<file path="src/rtl/dma_guard_arb.sv">
// Two-channel DMA arbiter with protected-region guard: round-robin grants, a single
// outstanding master transfer with timeout, and a lockout released by the CPU PC.
module dma_guard_arb #(
    parameter logic [15:0] SDATA_BASE    = 16'hA000,
    parameter logic [15:0] SDATA_SIZE    = 16'h1000,
    parameter logic [15:0] CTR_BASE      = 16'h9000,
    parameter logic [15:0] CTR_SIZE      = 16'h001F,
    parameter logic [15:0] SCACHE_BASE   = 16'hFFDF,
    parameter logic [15:0] SCACHE_SIZE   = 16'h0033,
    parameter logic [15:0] RESET_HANDLER = 16'h0000,
    parameter logic [4:0]  TIMEOUT       = 5'd16
) (
    input  logic        clk,
    input  logic        reset,
    input  logic [15:0] pc,
    input  logic        ch0_req,
    input  logic [15:0] ch0_addr,
    input  logic [1:0]  ch0_we,
    input  logic [15:0] ch0_din,
    input  logic        ch1_req,
    input  logic [15:0] ch1_addr,
    input  logic [1:0]  ch1_we,
    input  logic [15:0] ch1_din,
    output logic        ch0_done,
    output logic        ch0_err,
    output logic        ch1_done,
    output logic        ch1_err,
    output logic [15:0] ch_dout,
    output logic        dma_en,
    output logic [15:0] dma_addr,
    output logic [1:0]  dma_we,
    output logic [15:0] dma_din,
    input  logic        dma_ready,
    input  logic        dma_resp,
    input  logic [15:0] dma_dout,
    output logic        locked,
    output logic [7:0]  viol_cnt
);

    typedef enum logic [1:0] {S_LOCK, S_IDLE, S_XFER, S_RESP} state_t;

    state_t      r_state;
    logic        r_last;
    logic        r_ch;
    logic        r_viol_pend;
    logic [4:0]  r_cnt;
    logic        r_dma_en;
    logic        r_done0, r_done1, r_err0, r_err1;
    logic        r_locked;
    logic [7:0]  r_viol;
    logic [15:0] r_dout;
    logic [15:0] r_addr, r_din;
    logic [1:0]  r_we;

    logic        w_any;
    logic        w_sel;
    logic [15:0] w_sel_addr;
    logic        w_sel_prot;
    logic        w_xfer_err;

    // Limit is formed at 17 bits so a region ending past 16'hFFFF does not wrap.
    function automatic logic in_region(input logic [15:0] a, input logic [15:0] base,
                                       input logic [15:0] size);
        logic [16:0] lim;
        lim = {1'b0, base} + {1'b0, size};
        return ({1'b0, a} >= {1'b0, base}) && ({1'b0, a} < lim);
    endfunction

    function automatic logic is_protected(input logic [15:0] a);
        return in_region(a, SDATA_BASE, SDATA_SIZE) ||
               in_region(a, CTR_BASE, CTR_SIZE) ||
               in_region(a, SCACHE_BASE, SCACHE_SIZE);
    endfunction

    function automatic logic [7:0] sat_inc(input logic [7:0] v);
        return (v == 8'hFF) ? v : v + 8'd1;
    endfunction

    assign w_any      = ch0_req | ch1_req;
    assign w_sel      = (ch0_req & ch1_req) ? ~r_last : ch1_req;
    assign w_sel_addr = w_sel ? ch1_addr : ch0_addr;
    assign w_sel_prot = is_protected(w_sel_addr);
    assign w_xfer_err = dma_ready ? dma_resp : 1'b1;

    always_ff @(posedge clk) begin
        if (reset) begin
            r_state     <= S_LOCK;
            r_locked    <= 1'b1;
            r_dma_en    <= 1'b0;
            r_done0     <= 1'b0;
            r_done1     <= 1'b0;
            r_err0      <= 1'b0;
            r_err1      <= 1'b0;
            r_viol      <= 8'd0;
            r_dout      <= 16'd0;
            r_last      <= 1'b1;
            r_ch        <= 1'b0;
            r_viol_pend <= 1'b0;
            r_cnt       <= 5'd1;
        end else begin
            r_done0 <= 1'b0;
            r_done1 <= 1'b0;
            r_err0  <= 1'b0;
            r_err1  <= 1'b0;
            case (r_state)
                S_LOCK: begin
                    r_locked <= 1'b1;
                    if (pc == RESET_HANDLER) begin
                        r_state  <= S_IDLE;
                        r_locked <= 1'b0;
                    end
                end
                S_IDLE: begin
                    if (w_any) begin
                        r_last <= w_sel;
                        r_ch   <= w_sel;
                        if (w_sel_prot) begin
                            r_viol      <= sat_inc(r_viol);
                            r_viol_pend <= 1'b1;
                            r_state     <= S_RESP;
                            r_done0     <= ~w_sel;
                            r_done1     <= w_sel;
                            r_err0      <= ~w_sel;
                            r_err1      <= w_sel;
                        end else begin
                            r_state  <= S_XFER;
                            r_dma_en <= 1'b1;
                            r_cnt    <= 5'd1;
                        end
                    end
                end
                S_XFER: begin
                    if (dma_ready || r_cnt == TIMEOUT) begin
                        r_dma_en <= 1'b0;
                        r_state  <= S_RESP;
                        r_done0  <= ~r_ch;
                        r_done1  <= r_ch;
                        r_err0   <= ~r_ch & w_xfer_err;
                        r_err1   <= r_ch & w_xfer_err;
                        if (dma_ready && !dma_resp && r_we == 2'b00)
                            r_dout <= dma_dout;
                    end else begin
                        r_cnt <= r_cnt + 5'd1;
                    end
                end
                S_RESP: begin
                    r_state     <= r_viol_pend ? S_LOCK : S_IDLE;
                    r_locked    <= r_viol_pend;
                    r_viol_pend <= 1'b0;
                end
                default: r_state <= S_LOCK;
            endcase
        end
    end

    // Protected selections never load the master-side latch, so they cannot appear on dma_addr.
    always_ff @(posedge clk) begin
        if (r_state == S_IDLE && w_any && !w_sel_prot) begin
            r_addr <= w_sel_addr;
            r_we   <= w_sel ? ch1_we : ch0_we;
            r_din  <= w_sel ? ch1_din : ch0_din;
        end
    end

    assign ch0_done = r_done0;
    assign ch1_done = r_done1;
    assign ch0_err  = r_err0;
    assign ch1_err  = r_err1;
    assign ch_dout  = r_dout;
    assign dma_en   = r_dma_en;
    assign dma_addr = r_addr;
    assign dma_we   = r_we;
    assign dma_din  = r_din;
    assign locked   = r_locked;
    assign viol_cnt = r_viol;

endmodule

</file>
<file path="config.mk">
export PLATFORM = sky130hd
export DESIGN_NAME = dma_guard_arb
export DESIGN_NICKNAME = d
export VERILOG_FILES = /design/src/rtl/dma_guard_arb.sv
export SDC_FILE = /design/constraint.sdc
export NUM_CORES = 1
export LEC_CHECK = 0
export CAP_MARGIN = 20
export CORE_MARGIN = 3
export CORE_UTILIZATION = 44
export CTS_CLUSTER_DIAMETER = 120
export DETAILED_ROUTE_END_ITERATION = 6
export GPL_ROUTABILITY_DRIVEN = 0
export PLACE_DENSITY = 0.86
export SLEW_MARGIN = 0
export SYNTH_ARGS = -nofsm -noshare
export SYNTH_HDL_FRONTEND = slang
export SYNTH_SLANG_ARGS = --single-unit
</file>
<file path="constraint.sdc">
create_clock -name clk -period 5.9 [get_ports clk]
set_clock_uncertainty 0.2 [all_clocks]
set_input_delay 0.59 -clock clk [delete_from_list [all_inputs] [get_ports clk]]
set_output_delay 0.59 -clock clk [all_outputs]
set_load 0.03 [all_outputs]
</file>
==> results.py <==
metrics = {
    "drt": {
        "avgViaCountPerCell": 5.49,
        "dr.pass1.iters": 5,
        "drt-total-wl_um": 11100,
        "routedWlPerCell_um": 16.4,
        "via_count": 3724,
        "drcViolationCount": 0,
        "ant_nets": 0,
        "drt_iter0_markers": 236,
    },
    "global_route": {
        "grt_pass1_wl_um": 17000,
        "grt_usage_pct": 23.6,
        "grt_pass1_vias": 3460,
        "grt_max_degree": 43,
        "antenna_found_initial": 0,
        "grt-ovfl-total": 0,
    },
    "sta": {
        "fin_crit_ns": 3.79,
        "setup_ws_ns": 2.11,
        "rsz0062_at_grt": "false",
        "slew_violations": 0,
        "fmax_ghz": 0.264,
        "whs_ns": 0.257,
        "hold_viol_final": 0,
        "tns_ns": 0,
        "setup_viol": 0,
        "max_slew_margin_pct": 36.0,
        "tightest_slew_ns": 0.958,
        "finalCritPeriodShare_pct": 64.3,
    },
    "placed_design": {
        "io_buffers": 169,
        "place_ws_ns": 1.56,
        "hpwl_um": 8270,
    },
    "synthesis": {
        "synth-adder-area-share_pct": 2.47,
        "syn_area_um2": 3540,
        "ys.flop_type": "dfxtp_1",
        "synth_edf_count": 34,
        "ys_warn_count": 0,
        "syn_nets": 520,
        "synthSimpleGateAreaFrac_pct": 28.6,
        "yosysSeqAreaShare_pct": 51.4,
        "synth_area_leaders": "edfxtp_1, dfxtp_1, nand2_1",
        "synthArstFlopShare_pct": 0,
        "synthMuxAreaShare_pct": 0.883,
        "ys_types": 49,
        "ys_seq_elements": 74,
        "synth_top_family_by_area": "simple AND/OR/NAND/NOR gates",
        "synth_xor_area_share_pct": 0,
        "netlist_instances": 407,
        "synth_top_cell_by_area": "edfxtp_1",
        "synth_compound_area_share_pct": 13.7,
        "yosysTopAreaCellShare_pct": 28.8,
        "avgSynthCellArea_um2": 8.70,
    },
    "job": {
        "maxCapViolations": 0,
    },
    "pwr": {
        "power.leakage_nw": 2.04,
        "fin_total_pwr_mw": 1.37,
        "power_density_nw_per_um2": 247,
        "irDropWorstVdd_mv": 0.127,
    },
    "final_layout": {
        "n_fill_cell": 575,
        "fin_util_pct": 71.5,
        "diodes": 0,
        "drive_gt1_share_pct": 4.51,
        "layout.nets": 684,
        "multi_input_area_um2": 1630,
        "synthToLayoutAreaGrowth_pct": 56.7,
        "register_area_um2": 1820,
    },
    "cts": {
        "ctsHoldBuffers": 0,
        "cts.sinks": 74,
        "insertion_delay_ns": 0.35,
        "cts_buffers": 9,
        "htree_levels": 3,
        "cts_root_buf": "clkbuf_8",
        "clk_pin_slew_ns": 0.08,
        "cts_buffer_depth": 2,
        "cts_setup_buffers": 0,
        "cts_tree": "yes",
        "cts.repair.resized": 0,
    },
    "critical_path": {
        "cp-endpoint": "dma_addr[11]",
        "worstPathBufferInverterCount": 1,
        "rr_worst_depth": 5,
        "crit_type": "input port to register",
        "slowest_delay_ns": 0.77,
        "path_delay_family": "simple AND/OR/NAND/NOR gates",
        "reg2reg_from": "r_last",
        "critPathRequiredTime_ns": 5.67,
        "endpoint_kind": "register",
        "r2r_end": "dma_addr[11]",
        "crit_cells": 6,
        "crit_path_cell_trace": "clkdlybuf4s50_1, a21bo_2, or4_4, a211oi_2, or3_1, nor2_4",
        "critPathArrivalTime_ns": 3.56,
        "worstPathMaxFanout": 40,
        "start_kind": "input port",
        "cp-startpoint": "ch0_req",
        "r2r_setup_slack_ns": 2.57,
        "cp_slowest_cell": "nor2_4",
    },
    "floorplan": {
        "die_h_um": 95.7,
        "coreArea_um2": 7770,
        "start_util_pct": 45.6,
        "die_x_um": 95.7,
        "die_area_um2": 9160,
        "top_level_ports": 170,
        "rows": 32,
    },
    "hold_path": {
        "hold_path_class": "register to register",
    },
    "outcome": {
        "outcome": "complete, no violations",
    },
}
==> layout make-up <==
type,count,share of cell area [%]
Clock inverter,6,1.22
Multi-Input combinational cell,306,29.4
Timing Repair Buffer,171,31.0
Inverter,9,0.609
Sequential cell,74,32.8
Tap cell,102,2.30
Clock buffer,10,2.68
==> Yosys cell counts, types with 2 or more instances <==
| library cell | n |
|---|---|
| o21ai_0 | 7 |
| o22ai_1 | 2 |
| a2bb2oi_1 | 3 |
| nor3_1 | 4 |
| o211ai_1 | 3 |
| and3_1 | 5 |
| ha_1 | 7 |
| nand4_1 | 10 |
| nand3_1 | 11 |
| edfxtp_1 | 34 |
| nand2_1 | 145 |
| mux2i_1 | 2 |
| nor4b_1 | 2 |
| a211oi_1 | 2 |
| nor4_1 | 5 |
| a31oi_1 | 3 |
| nor2b_1 | 5 |
| or3_1 | 4 |
| nor2_1 | 16 |
| o31ai_1 | 4 |
| nand4b_1 | 4 |
| o32ai_1 | 2 |
| a22oi_1 | 2 |
| o41ai_1 | 2 |
| or4_1 | 8 |
| dfxtp_1 | 40 |
| clkbuf_1 | 17 |
| a21oi_1 | 29 |
| inv_1 | 9 |
==> metal layers <==
metal / wire [µm] / GRT usage (%)
met5: 0 / 0
met4: 316 / 7.70
met2: 5760 / 42.4
met1: 4220 / 28.5
met3: 813 / 4.22
==> flip-flops by register name, indices dropped and copies added, names as in the netlist <==
register	flops
r_viol_pend	1
ch0_err	1
viol_cnt	8
r_state	2
ch0_done	1
r_last	1
r_cnt	5
ch1_err	1
dma_din	16
dma_we	2
ch_dout	16
locked	1
dma_addr	16
ch1_done	1
r_ch	1
dma_en	1
==> power by group <==
group	switching [mW]	internal, mW
clock	0.206	0.225
combinational	0.186	0.151
sequential	0.0145	0.586
==> cells in the final DEF (no fill, tap or decap), drive strengths merged, types with 2 or more instances in the layout <==
cell type | synthesis | routed
o211ai | 3 | 3
and3 | 5 | 5
nor3 | 4 | 4
a2bb2oi | 3 | 3
nor4 | 5 | 5
o41ai | 2 | 2
or4 | 9 | 9
o22ai | 2 | 2
o32ai | 2 | 2
dfxtp | 40 | 40
nor2 | 16 | 16
mux2i | 2 | 2
edfxtp | 34 | 34
nand4 | 10 | 10
o21ai | 7 | 7
nand4b | 4 | 4
clkbuf | 17 | 10
or3 | 4 | 4
inv | 9 | 13
buf | 1 | 2
a22oi | 2 | 2
nor4b | 2 | 2
ha | 7 | 7
clkdlybuf4s50 | 0 | 169
nor2b | 5 | 5
a21oi | 29 | 29
nand3 | 11 | 11
nand2 | 145 | 145
a31oi | 3 | 3
a211oi | 3 | 3
o31ai | 5 | 5
==> through the flow <==
stage,instance area [µm²],instances
floorplan,3540,407
global placement,5310,661
detailed placement,5310,661
CTS,5530,677
global route,5550,678
finish,5550,678
==> cell families after synthesis <==
family          Yosys count
mux                       3
flops                    74
fa+ha+maj                 7
buf+inv                  27
simple gates            224
compound gates           72
==> tightest hold or removal path, delay by kind of cell (launching register included) <==
kind	cells	cell delay, ns
DFF	1	0.31
and+or+nand+nor	1	0.05
AOI/OAI and AO/OA	1	0.05
==> how the worst min path moves through the flow <==
stage               cells after the start     endpoint         from  slack [ns]
floorplan                               2         r_ch         r_ch        0.25
detailed placement                      2  ch_dout[11]  ch_dout[11]        0.25
global placement                        2   ch_dout[0]   ch_dout[0]        0.24
CTS                                     2  ch_dout[11]  ch_dout[11]        0.26
finish                                  2  ch_dout[11]  ch_dout[11]        0.26
global route                            2  ch_dout[11]  ch_dout[11]        0.28
Power figures use the tool's default switching activity.
